--- src/rtl/sdr_init_refresh_sched.sv ---
// SDRAM power-up initialisation and periodic refresh scheduler; owns the command bus until init completes.
// Optional SDR_INIT_FAST_EN shortens the power-up wait to 16 cycles for simulation.
module sdr_init_refresh_sched #(
    parameter int          PWRUP_CYC    = 20000,
    parameter int          TRP          = 3,
    parameter int          TRFC         = 7,
    parameter int          TMRD         = 2,
    parameter int          INIT_REF     = 8,
    parameter int          REF_INT      = 780,
    parameter int          REF_DEBT_MAX = 8,
    parameter logic [12:0] MODE_REG     = 13'h033
) (
    input  logic        sdram_clk,
    input  logic        sdram_rst,
    input  logic        ref_gnt,
    output logic        ref_req,
    output logic        cmd_own,
    output logic        sdr_cke,
    output logic        sdr_cs_n,
    output logic        sdr_ras_n,
    output logic        sdr_cas_n,
    output logic        sdr_we_n,
    output logic [1:0]  sdr_ba,
    output logic [12:0] sdr_addr,
    output logic        sdr_init_done,
    output logic [3:0]  ref_debt,
    output logic        ref_overflow
);

`ifdef SDR_INIT_FAST_EN
    localparam int PWRUP_WAIT = 16;
`else
    localparam int PWRUP_WAIT = PWRUP_CYC;
`endif

    localparam int CNT_W  = $clog2(PWRUP_WAIT + TRP + TRFC + TMRD + 2);
    localparam int TMR_W  = (REF_INT > 1) ? $clog2(REF_INT) : 1;
    localparam int AREF_W = $clog2(INIT_REF + 1);

    localparam logic [CNT_W-1:0]  PWRUP_LAST = CNT_W'(PWRUP_WAIT);
    localparam logic [CNT_W-1:0]  TRP_C      = CNT_W'(TRP);
    localparam logic [CNT_W-1:0]  TRFC_C     = CNT_W'(TRFC);
    localparam logic [CNT_W-1:0]  TMRD_C     = CNT_W'(TMRD);
    localparam logic [AREF_W-1:0] INIT_REF_C = AREF_W'(INIT_REF);
    localparam logic [TMR_W-1:0]  TMR_LAST   = TMR_W'(REF_INT - 1);
    localparam logic [3:0]        DEBT_MAX   = 4'(REF_DEBT_MAX);

    localparam logic [3:0] CMD_NOP  = 4'b0111;
    localparam logic [3:0] CMD_PRE  = 4'b0010;
    localparam logic [3:0] CMD_AREF = 4'b0001;
    localparam logic [3:0] CMD_LMR  = 4'b0000;

    typedef enum logic [2:0] {
        ST_PWRUP,
        ST_PRE,
        ST_WAIT_TRP,
        ST_AREF,
        ST_WAIT_TRFC,
        ST_LMR,
        ST_WAIT_TMRD,
        ST_IDLE
    } state_t;

    state_t              state, state_nxt;
    logic [CNT_W-1:0]    cnt, cnt_nxt;
    logic [AREF_W-1:0]   aref_cnt, aref_cnt_nxt;
    logic [TMR_W-1:0]    timer;
    logic [3:0]          cmd_nxt;
    logic [12:0]         addr_nxt;
    logic [3:0]          debt_nxt;
    logic                ovf_set;
    logic                credit;
    logic                take;

    // Each command state lasts one cycle; cnt counts cycles since the last command was issued.
    always_comb begin
        state_nxt    = state;
        cnt_nxt      = cnt + 1'b1;
        aref_cnt_nxt = aref_cnt;
        case (state)
            ST_PWRUP: begin
                if (cnt == PWRUP_LAST) begin
                    state_nxt = ST_PRE;
                    cnt_nxt   = CNT_W'(1);
                end
            end
            ST_PRE, ST_WAIT_TRP: begin
                if (cnt == TRP_C) begin
                    state_nxt = ST_AREF;
                    cnt_nxt   = CNT_W'(1);
                    if (!sdr_init_done)
                        aref_cnt_nxt = aref_cnt + 1'b1;
                end else begin
                    state_nxt = ST_WAIT_TRP;
                end
            end
            ST_AREF, ST_WAIT_TRFC: begin
                if (cnt == TRFC_C) begin
                    cnt_nxt = CNT_W'(1);
                    if (sdr_init_done) begin
                        state_nxt = ST_IDLE;
                    end else if (aref_cnt < INIT_REF_C) begin
                        state_nxt    = ST_AREF;
                        aref_cnt_nxt = aref_cnt + 1'b1;
                    end else begin
                        state_nxt = ST_LMR;
                    end
                end else begin
                    state_nxt = ST_WAIT_TRFC;
                end
            end
            ST_LMR, ST_WAIT_TMRD: begin
                if (cnt == TMRD_C) begin
                    state_nxt = ST_IDLE;
                    cnt_nxt   = '0;
                end else begin
                    state_nxt = ST_WAIT_TMRD;
                end
            end
            ST_IDLE: begin
                cnt_nxt = '0;
                if (ref_req && ref_gnt) begin
                    state_nxt = ST_PRE;
                    cnt_nxt   = CNT_W'(1);
                end
            end
            default: begin
                state_nxt = ST_PWRUP;
                cnt_nxt   = '0;
            end
        endcase
    end

    // Command outputs are registered from the next state so the bus never glitches.
    always_comb begin
        cmd_nxt  = CMD_NOP;
        addr_nxt = '0;
        case (state_nxt)
            ST_PRE: begin
                cmd_nxt      = CMD_PRE;
                addr_nxt[10] = 1'b1;
            end
            ST_AREF: cmd_nxt = CMD_AREF;
            ST_LMR: begin
                cmd_nxt  = CMD_LMR;
                addr_nxt = MODE_REG;
            end
            default: ;
        endcase
    end

    // A credit coinciding with a refresh cancels out, so it is only lost when debt is saturated.
    always_comb begin
        credit   = sdr_init_done && (timer == TMR_LAST);
        take     = sdr_init_done && (state_nxt == ST_AREF);
        debt_nxt = ref_debt;
        ovf_set  = 1'b0;
        if (credit && !take) begin
            if (ref_debt == DEBT_MAX)
                ovf_set = 1'b1;
            else
                debt_nxt = ref_debt + 1'b1;
        end else if (take && !credit) begin
            debt_nxt = ref_debt - 1'b1;
        end
    end

    always_ff @(posedge sdram_clk or posedge sdram_rst) begin
        if (sdram_rst) begin
            state         <= ST_PWRUP;
            cnt           <= '0;
            aref_cnt      <= '0;
            timer         <= '0;
            sdr_cke       <= 1'b0;
            {sdr_cs_n, sdr_ras_n, sdr_cas_n, sdr_we_n} <= 4'b1111;
            sdr_ba        <= 2'b00;
            sdr_addr      <= '0;
            cmd_own       <= 1'b1;
            ref_req       <= 1'b0;
            sdr_init_done <= 1'b0;
            ref_debt      <= '0;
            ref_overflow  <= 1'b0;
        end else begin
            state         <= state_nxt;
            cnt           <= cnt_nxt;
            aref_cnt      <= aref_cnt_nxt;
            sdr_cke       <= 1'b1;
            {sdr_cs_n, sdr_ras_n, sdr_cas_n, sdr_we_n} <= cmd_nxt;
            sdr_ba        <= 2'b00;
            sdr_addr      <= addr_nxt;
            cmd_own       <= (state_nxt != ST_IDLE);
            ref_req       <= (state == ST_IDLE) && (ref_debt != 4'd0) && !(ref_req && ref_gnt);
            sdr_init_done <= sdr_init_done || (state_nxt == ST_IDLE);
            ref_debt      <= debt_nxt;
            ref_overflow  <= ref_overflow || ovf_set;
            if (sdr_init_done)
                timer <= (timer == TMR_LAST) ? '0 : timer + 1'b1;
        end
    end

endmodule
--- config.mk ---
export PLATFORM = sky130hd
export DESIGN_NAME = sdr_init_refresh_sched
export DESIGN_NICKNAME = d
export VERILOG_FILES = /design/src/rtl/sdr_init_refresh_sched.sv
export SDC_FILE = /design/constraint.sdc
export NUM_CORES = 1
export LEC_CHECK = 0
export CAP_MARGIN = 40
export CORE_ASPECT_RATIO = 0.5
export CORE_MARGIN = 10
export CORE_UTILIZATION = 30
export DETAILED_ROUTE_END_ITERATION = 10
export PLACE_DENSITY = 0.5
export SYNTH_ARGS = -nofsm -noshare
export SYNTH_HDL_FRONTEND = slang
export SYNTH_SLANG_ARGS = --single-unit
--- constraint.sdc ---
create_clock -name sdram_clk -period 9.4 [get_ports sdram_clk]
set_clock_uncertainty 0.1 [all_clocks]
set_input_delay 1.88 -clock sdram_clk [delete_from_list [all_inputs] [get_ports sdram_clk]]
set_output_delay 1.88 -clock sdram_clk [all_outputs]
set_load 0.01 [all_outputs]
== After elaboration in Yosys (flattened, before gate mapping) ==
Cells that the tools add are included.
Word-level totals
  flip-flop bits (word level): 56
  latch bits: 0
  memory bits (writable): 0
  ROM bits: 0
  input port bits: 3
  word-level logic and storage cells: 95
  memories: 0
Cells by class
  add/sub/neg operators: 5
  multipliers: 0
  div/mod/pow operators: 0
  order comparisons: 1
  eq/ne operators: 24
  shift operators: 0
  muxes and demuxes: 29
  bitwise gates (word level): 0
  reduce and logical (&&, ||, !) cells: 21
Operators with widths (number)
  case mux 15 bit (5 select lines): 1
  2-to-1 mux 15 bit: 4
  2-to-1 mux 4 bit: 8
  == test 15 x 2 -> 1 bit (second input constant): 2
  == test 3 bit (second input constant): 6
  adder 15 x 1 -> 15 bit (second input constant): 1
  == test 15 bit (second input constant): 1
  == test 15 x 3 -> 1 bit (second input constant): 1
  2-to-1 mux 3 bit: 5
  case mux 3 bit (5 select lines): 1
  inequality test 2 bit (second input constant): 6
  adder 10 x 1 -> 10 bit (second input constant): 1
  == test 10 bit (second input constant): 1
  2-to-1 mux 10 bit: 1
  == test 3 x 2 -> 1 bit (second input constant): 3
  case mux 3 bit (3 select lines): 1
  adder 4 x 1 -> 4 bit (second input constant): 2
  case mux 4 bit (2 select lines): 1
  logical AND 1 bit: 7
  == test 3 x 1 -> 1 bit (second input constant): 2
  2-to-1 mux 1 bit: 6
  2-to-1 mux 6 bit: 1
  AND reduction 6 bit: 1
  OR reduction 2 bit: 3
  other kinds (10): 14

== Depth between registers and ports, before layout ==
Gate-level depths: netlist of run 1.
  depth after elaboration: 11
  depth in mapped cells: 13

== Worst setup path before layout of run 1 ==
OpenSTA, ideal clock, no wires.
  kind: input port to flip-flop
  from: in ref_gnt
  to: reg ref_debt[3]
  library setup time: 87 ps
  arrival: 3986 ps
  required time: 9213 ps
  path slack: 5228 ps
  stages: 12
  cells stage by stage: a21boi_0 -> o21ai_0 -> o31ai_4 -> o211ai_2 -> buf_2 -> nand2_1 -> ha_1 -> a21o_1 -> a21oi_1 -> nand2_1 -> or3_1 -> o211ai_1
Between the ends
  cells in the longest elaborated chain, start to end: 9
Ends and longest elaborated chain
  start, declared: line 15  | input logic ref_gnt,
  logical AND 1 bit *: line 122  | if (ref_req && ref_gnt) begin
  2-to-1 mux 3 bit *: line 122
  case mux 3 bit (5 select lines) *: line 80  | case (state)
  via state_nxt[1]: line 64  | state_t state, state_nxt;
  == test 3 x 2 -> 1 bit *: line 155  | take = sdr_init_done && (state_nxt == ST_AREF);
  logical AND 1 bit *: line 155
  logical NOT 1 bit: line 158  | if (credit && !take) begin
  logical AND 1 bit: line 158
  inequality test 2 bit (no source line) or nonzero test 2 bit (tied branches)
  AND reduction 2 bit (no source line)
  end signal, assigned: line 194  | ref_debt <= debt_nxt;
  end, declared: line 26  | output logic [3:0] ref_debt,
The timed path passes the listed nets; every way through them passes the cells marked *.
A chain may end at the register's enable or synchronous reset.

== Worst setup path in the final report of run 1 ==
Ends and elaborated chain as after synthesis.

==> results of run 1 <==
==> routing by layer <==
layer / vias to the layer above / global-route usage (%)
met5: - / 0
met4: 0 / 3.56
met3: 5 / 1.94
met2: 27 / 14.4
met1: 901 / 10.5
li1: 928 / -
==> worst reg2reg max path: stages, from the launching register on <==
cell and delay [ps]:
dfrtp_1 460, nor4_4 410, nand3b_2 230, o32ai_1 530, o211ai_2 320, nand2_1 260, ha_1 260, a21o_1 170
a21oi_1 250, nand2_1 100, or3_1 310, o211ai_1 90
==> layout by cell type (no fill, tap or decap), types with 2 or more instances in the layout <==
cell             Yosys  routed
a21oi_1              6       6
nand4_1              7       7
o21a_1               2       2
mux2i_1              2       2
nor2_1              31      31
a21o_1               2       2
ha_1                 7       7
a211oi_1             2       2
nor3b_1              2       2
nand2_1             28      28
clkdlybuf4s50_1      0      20
xnor2_1             12      12
dfstp_2              5       5
o211ai_1             2       2
xor2_1              13      13
or2_2                2       2
dfrtp_1             42      42
o21ai_0              5       5
nand3_1             17      17
nor3_1               7       7
and3_1               2       2
inv_1                9       8
clkbuf_16            0       5
conb_1               2      12
or3_1                4       4
nor2b_1              2       2
==> worst paths after layout <==
path	from	endpoint	slack (ps)
min in group asynchronous	sdram_rst	timer[8]	1740
max	ref_gnt	ref_debt[3]	4690
max in group asynchronous	sdram_rst	sdr_cs_n	6920
min reg2reg	aref_cnt[2]	aref_cnt[2]	380
min	aref_cnt[2]	aref_cnt[2]	380
max reg2reg	cnt[3]	ref_debt[3]	5820
==> stage by stage <==
step           instances  util (%)  total power, uW  area [um2]  hold slack (ps)
5_1_grt              395      36.9              808        3020              397
4_1_cts              395      36.9              760        3020              384
2_1_floorplan        274         -              471        2630              344
6_report             395      36.9              749        3020              384
3_3_place_gp         386      34.5              546        2830              372
3_5_place_dp         387      34.8              550        2850              367
==> where the power goes <==
part / leakage [uW] / switching [uW] / total (uW) / internal, uW
sequential: 0.000596 / 40.2 / 278 / 238
clock: 0.0000868 / 73.9 / 206 / 132
combinational: 0.000611 / 150 / 265 / 115
total: 0.00129 / 264 / 749 / 485
==> final cells by class <==
type                    count  area, um2  share of cell area [%]
well taps                 112        140                    4.63
clock buffers               6        139                    4.59
inverters                  10       37.5                    1.24
flip-flops and latches     47       1180                    39.1
clock inverters             2       35.0                    1.16
multi-input cells         197       1270                    42.0
repair buffers             21        220                    7.28
==> kinds of logic (layout without fill, tap and decap cells) <==
family | count (synthesis) | after routing
and+or+nand+nor | 113 | 113
DFF | 47 | 47
AOI/OAI and AO/OA | 36 | 36
buffers and inverters | 30 | 39
xor gates and xnor gates | 25 | 25
adders and majority gates | 8 | 8
muxes | 3 | 3
other | 2 | 12
==> state kept, by name (all words and copies together), names as in the netlist, 2 cells and up <==
| name | flops |
|---|---|
| timer | 10 |
| sdr_addr | 2 |
| state | 3 |
| cnt | 15 |
| aref_cnt | 4 |
| ref_debt | 4 |
==> run metrics, run 1 <==
Initial Utilization between 30% and 40%; die height ~86 um; Slew headroom between 60 and 70%; Max Cap Viol 0; most numerous cell in the Yosys netlist dfrtp_1; Area growth syn-to-layout 16.7%; CP Class in -> reg; initial antenna violation count 0; top-area cell type share of the netlist area 40.6%; Total Neg Setup Slack 0 ps; RSZ-0062 raised after global routing false; Critical Path Start Type primary input; Die ar. between 10000 and 15000 um2; Synth area leader dfrtp_1; Horiz. Die Dim ~150 um; routed length per instance about 13 um; Vias/cell ~4.7; num rows 23; Post-CTS Repair Setup Buffers 0; leak pwr roughly 0.0013 uW; IO Pins 31; CP arrival around 4800 ps; Peak Freq around 210 MHz; largest net degree at the start of global routing 38; Worst R2R Path Depth 11; Clock Sinks 47; XOR/XNOR Fraction of Synth Area around 8.5%; dominant cells by area after synthesis dfrtp_1 41%, dfstp_2 5.1%, nor2_1 4.5%, xor2_1 4.4%, buf_4 4.1%; Peak VDD IR a little under 80 uV; Setup-failing EPs final 0; final wirelength ~5200 um; dominant synthesized flop cell dfrtp_1; Post-Synth Simple-Gate Area ~22%; Worst Hold Class reg -> reg; CTS resizes 0; GP Congestion between 0.8 and 0.9; Async S/R FF share, synth 100%; Post-Synth Adder-Cell Area under 10%; most instantiated cells after synthesis 42 x dfrtp_1, 31 x nor2_1, 28 x nand2_1; outcome completed; CTS root buffer clkbuf_16; Initial DRC Count between 70 and 80; Syn. warnings 0; post-route ant nets 0; worst-margin pin slew around 580 ps; share of post-route cells with drive strength above 1 around a tenth; CTS Hold Bufs 0; clk slew on worst S/H paths approximately 60 ps; ant diodes 0; DR DRC count 0; number of buffers created by CTS 5; port bufs 20; number of synthesized flops with an enable pin 0; distinct cell type count after synthesis 59; #FFs+latches synth 47; Critical Path Most Common Cell nand2_1; hold depth 1; PwrDens approximately 250 nW/um2; global-route usage over all layers between 8 and 9%; Max Used Layer met4; CP max FO 14; Vias 1861; clk buf depth 2; dpl ws between 4000 and 5000 ps; clock latency on the worst-skew pair ~280 ps; htree depth 2; Tcrit/Tclk final between 50% and 60%; Syn Area/Cell a little under 10 um2; min setup slack post-route 4690 ps; first-pass GRT wire length 9320 um; Crit path depth 12; Data required, critical path roughly 9500 ps; total core area between 8000 and 9000 um2; Mapped Area ~2600 um2; post-route met1 wirelength 2450 um; fillcell total a little over 800; CP Capture Type flip-flop; Cells after Synth 264; CTS tree yes; vias in the first global route 1942; post-layout minimum cycle time ~4700 ps; critical-path cell list clkdlybuf4s50_1, a21boi_0, o21ai_0, o31ai_4, o211ai_2, nand2_1, ha_1, a21o_1, a21oi_1, nand2_1, or3_1, o211ai_1; Largest delay share family, worst path compound AO/OA/AOI/OAI gates; Final Max Tran Viols 0; Synth Area in Compound Gates between 10% and 20%; CP max stage delay approximately 500 ps; sequential share of the synthesized area between 40% and 50%; met3 routed WL 173 um; routed wl met2 2550 um; Post-DP HPWL around 4000 um; Slowest cell on crit path clkdlybuf4s50_1; CP Buf/Inv Count 1; mux contribution to synthesized area approximately 1.2%; Final Hold Vio Count 0; Overflow after GRT 0; Initial DRT Pass Iterations 4; Post-layout nets 293; largest family of logic cells by synthesized area simple AND/OR/NAND/NOR gates
Power figures use the tool's default switching activity.
==> inputs of run 2 (changes only) <==
==> constraint.sdc (replaced) <==
create_clock -name sdram_clk -period 4.7 [get_ports sdram_clk]
set_clock_uncertainty 0.1 [all_clocks]
set_input_delay 0.94 -clock sdram_clk [delete_from_list [all_inputs] [get_ports sdram_clk]]
set_output_delay 0.94 -clock sdram_clk [all_outputs]
set_load 0.01 [all_outputs]
==> run metrics, run 2 (synthesized netlist as in run 1, its figures left out) <==
outcome completed (unchanged); Post-layout nets 293 (unchanged); num rows 23 (unchanged); die height 85.7 um (unchanged); Vias 1866 (was 1861); commonest non-fill, non-tap cell in the layout dfrtp_1 (unchanged); clk buf depth 2 (unchanged); PwrDens 495 nW/um2 (was 248 nW/um2); port bufs 20 (unchanged); number of buffers created by CTS 5 (unchanged); Final Hold Vio Count 0 (unchanged); Setup-failing EPs final 0 (unchanged); clock latency on the worst-skew pair 280 ps (about the same); sequential share of power 37.1% (about the same); vias in the first global route 1916 (was 1942); Clk pwr share 27.3% (was 27.5%); combinational share of power 35.6% (was 35.4%); Clock Sinks 47 (unchanged); Post-DP HPWL 3960 um (was 3990 um); Tcrit/Tclk final between 70 and 80%; Initial Utilization 31.6% (unchanged); largest reg by FF count cnt (unchanged); CP Class in -> reg (unchanged); worst-margin pin slew 586 ps (was 576 ps); Top Registers cnt (15), timer (10) (unchanged); CTS Hold Bufs 0 (unchanged); Peak Freq between 200 and 300 MHz; CTS root buffer clkbuf_16 (unchanged); initial antenna violation count 0 (unchanged); global-route usage over all layers 8.57% (was 8.64%); CP Capture Type flip-flop (unchanged); Inst Count DP 387 (unchanged); total core area 8200 um2 (unchanged); Slew headroom 60.4% (was 61.1%); Initial DRC Count 84 (was 79); largest net degree at the start of global routing 38 (unchanged); CTS resizes 0 (unchanged); Area growth syn-to-layout 16.7% (unchanged); max reg flops 15 (unchanged); Max Cap Viol 0 (unchanged); Final Max Tran Viols 0 (unchanged); first-pass GRT wire length 9230 um (was 9320 um); Data required, critical path 4800 ps (was 9500 ps); Overflow after GRT 0 (unchanged); Post-CTS Repair Setup Buffers 0 (unchanged); Critical Path Start Type primary input (unchanged); routed length per instance 13.2 um (was 13.3 um); clk slew on worst S/H paths 60 ps (about the same); ant diodes 0 (unchanged); fillcell total 805 (was 823); IO Pins 31 (unchanged); RSZ-0062 raised after global routing false (unchanged); Layout Cells excl Fill 395 (unchanged); Peak VDD IR 196 uV (was 78.9 uV); final wirelength 5200 um (was 5250 um); GP Congestion 0.826 (unchanged); final hold slack 384 ps (about the same); Net Sw Frac 35.2% (was 35.3%); Die ar. 13000 um2 (unchanged); htree depth 2 (unchanged); DR DRC count 0 (unchanged); Horiz. Die Dim 151 um (unchanged); Initial DRT Pass Iterations 4 (unchanged); CP arrival 3840 ps (was 4810 ps); Worst Hold Class reg -> reg (unchanged); Core Util, Final 36.9% (unchanged); leak pwr 0.00129 uW (unchanged); Total Neg Setup Slack 0 ps (unchanged); highest-count cells in the layout ignoring fill and taps 42 x dfrtp_1, 31 x nor2_1, 28 x nand2_1, 20 x clkdlybuf4s50_1, 17 x nand3_1 (unchanged); post-layout minimum cycle time 3740 ps; post-route ant nets 0 (unchanged); CTS tree yes (unchanged); Vias/cell 4.72 (was 4.71); share of post-route cells with drive strength above 1 9.54% (unchanged); CP max FO 14 (unchanged); Psw 526 uW (was 264 uW); Power Internal 969 uW (was 485 uW)
## run 2: cell counts in the layout (fill, tap and decap cells not counted)
No cell type changed its count.
## run 2: final timing paths
| path | startpoint | end | slack, ps | cells past startpoint |
|---|---|---|---|---|
| worst max-delay path | ref_gnt | ref_debt[3] | 960 | 12 |
| worst min-delay path | aref_cnt[2] | aref_cnt[2] | 380 | 1 |
| worst max register to register | cnt[4] | ref_debt[3] | 1140 | 11 |
| worst min register to register | aref_cnt[2] | aref_cnt[2] | 380 | 1 |
| max in group asynchronous | sdram_rst | sdr_cs_n | 3150 | 3 |
| min in group asynchronous | sdram_rst | timer[4] | 810 | 2 |
## run 2: metrics by stage
stage | total power (uW) | setup slack (ps) | area [um2]
after floorplan | 942 | 1470 | 2630
after global placement | 1090 | 804 | 2830
after detailed placement | 1100 | 673 | 2850
after CTS | 1520 | 954 | 3020
after global routing | 1620 | 682 | 3020
final | 1500 | 957 | 3020
## run 2: critical path, cell delays in order
cell and delay [ps]:
clkdlybuf4s50_1 500, a21boi_0 90, o21ai_0 370, o31ai_4 190, o211ai_2 260, nand2_1 240
ha_1 320, a21o_1 170, a21oi_1 250, nand2_1 100, or3_1 310, o211ai_1 90
## run 2: power groups by stage
stage	logic [uW]	clock network [uW]	registers, uW
final	532	409	555
after global routing	602	441	573
after CTS	539	424	555
after detailed placement	538	0	562
after global placement	530	0	561
after floorplan	396	0	547
## run 2: layer usage
layer	vias up	routed length, um	track usage, %
met5	-	0	0
met4	0	61	3.30
met3	4	149	1.89
met2	33	2570	14.3
met1	892	2420	10.6
li1	937	-	-
## run 2: area by class of cell
| cell class | count | area (um2) | area share (%) |
|---|---|---|---|
| clock buffers | 6 | 139 | 4.59 |
| multi-input cells | 197 | 1270 | 42.0 |
| inverters | 10 | 37.5 | 1.24 |
| clock inverters | 2 | 35.0 | 1.16 |
| flip-flops and latches | 47 | 1180 | 39.1 |
| well taps | 112 | 140 | 4.63 |
| repair buffers | 21 | 220 | 7.28 |
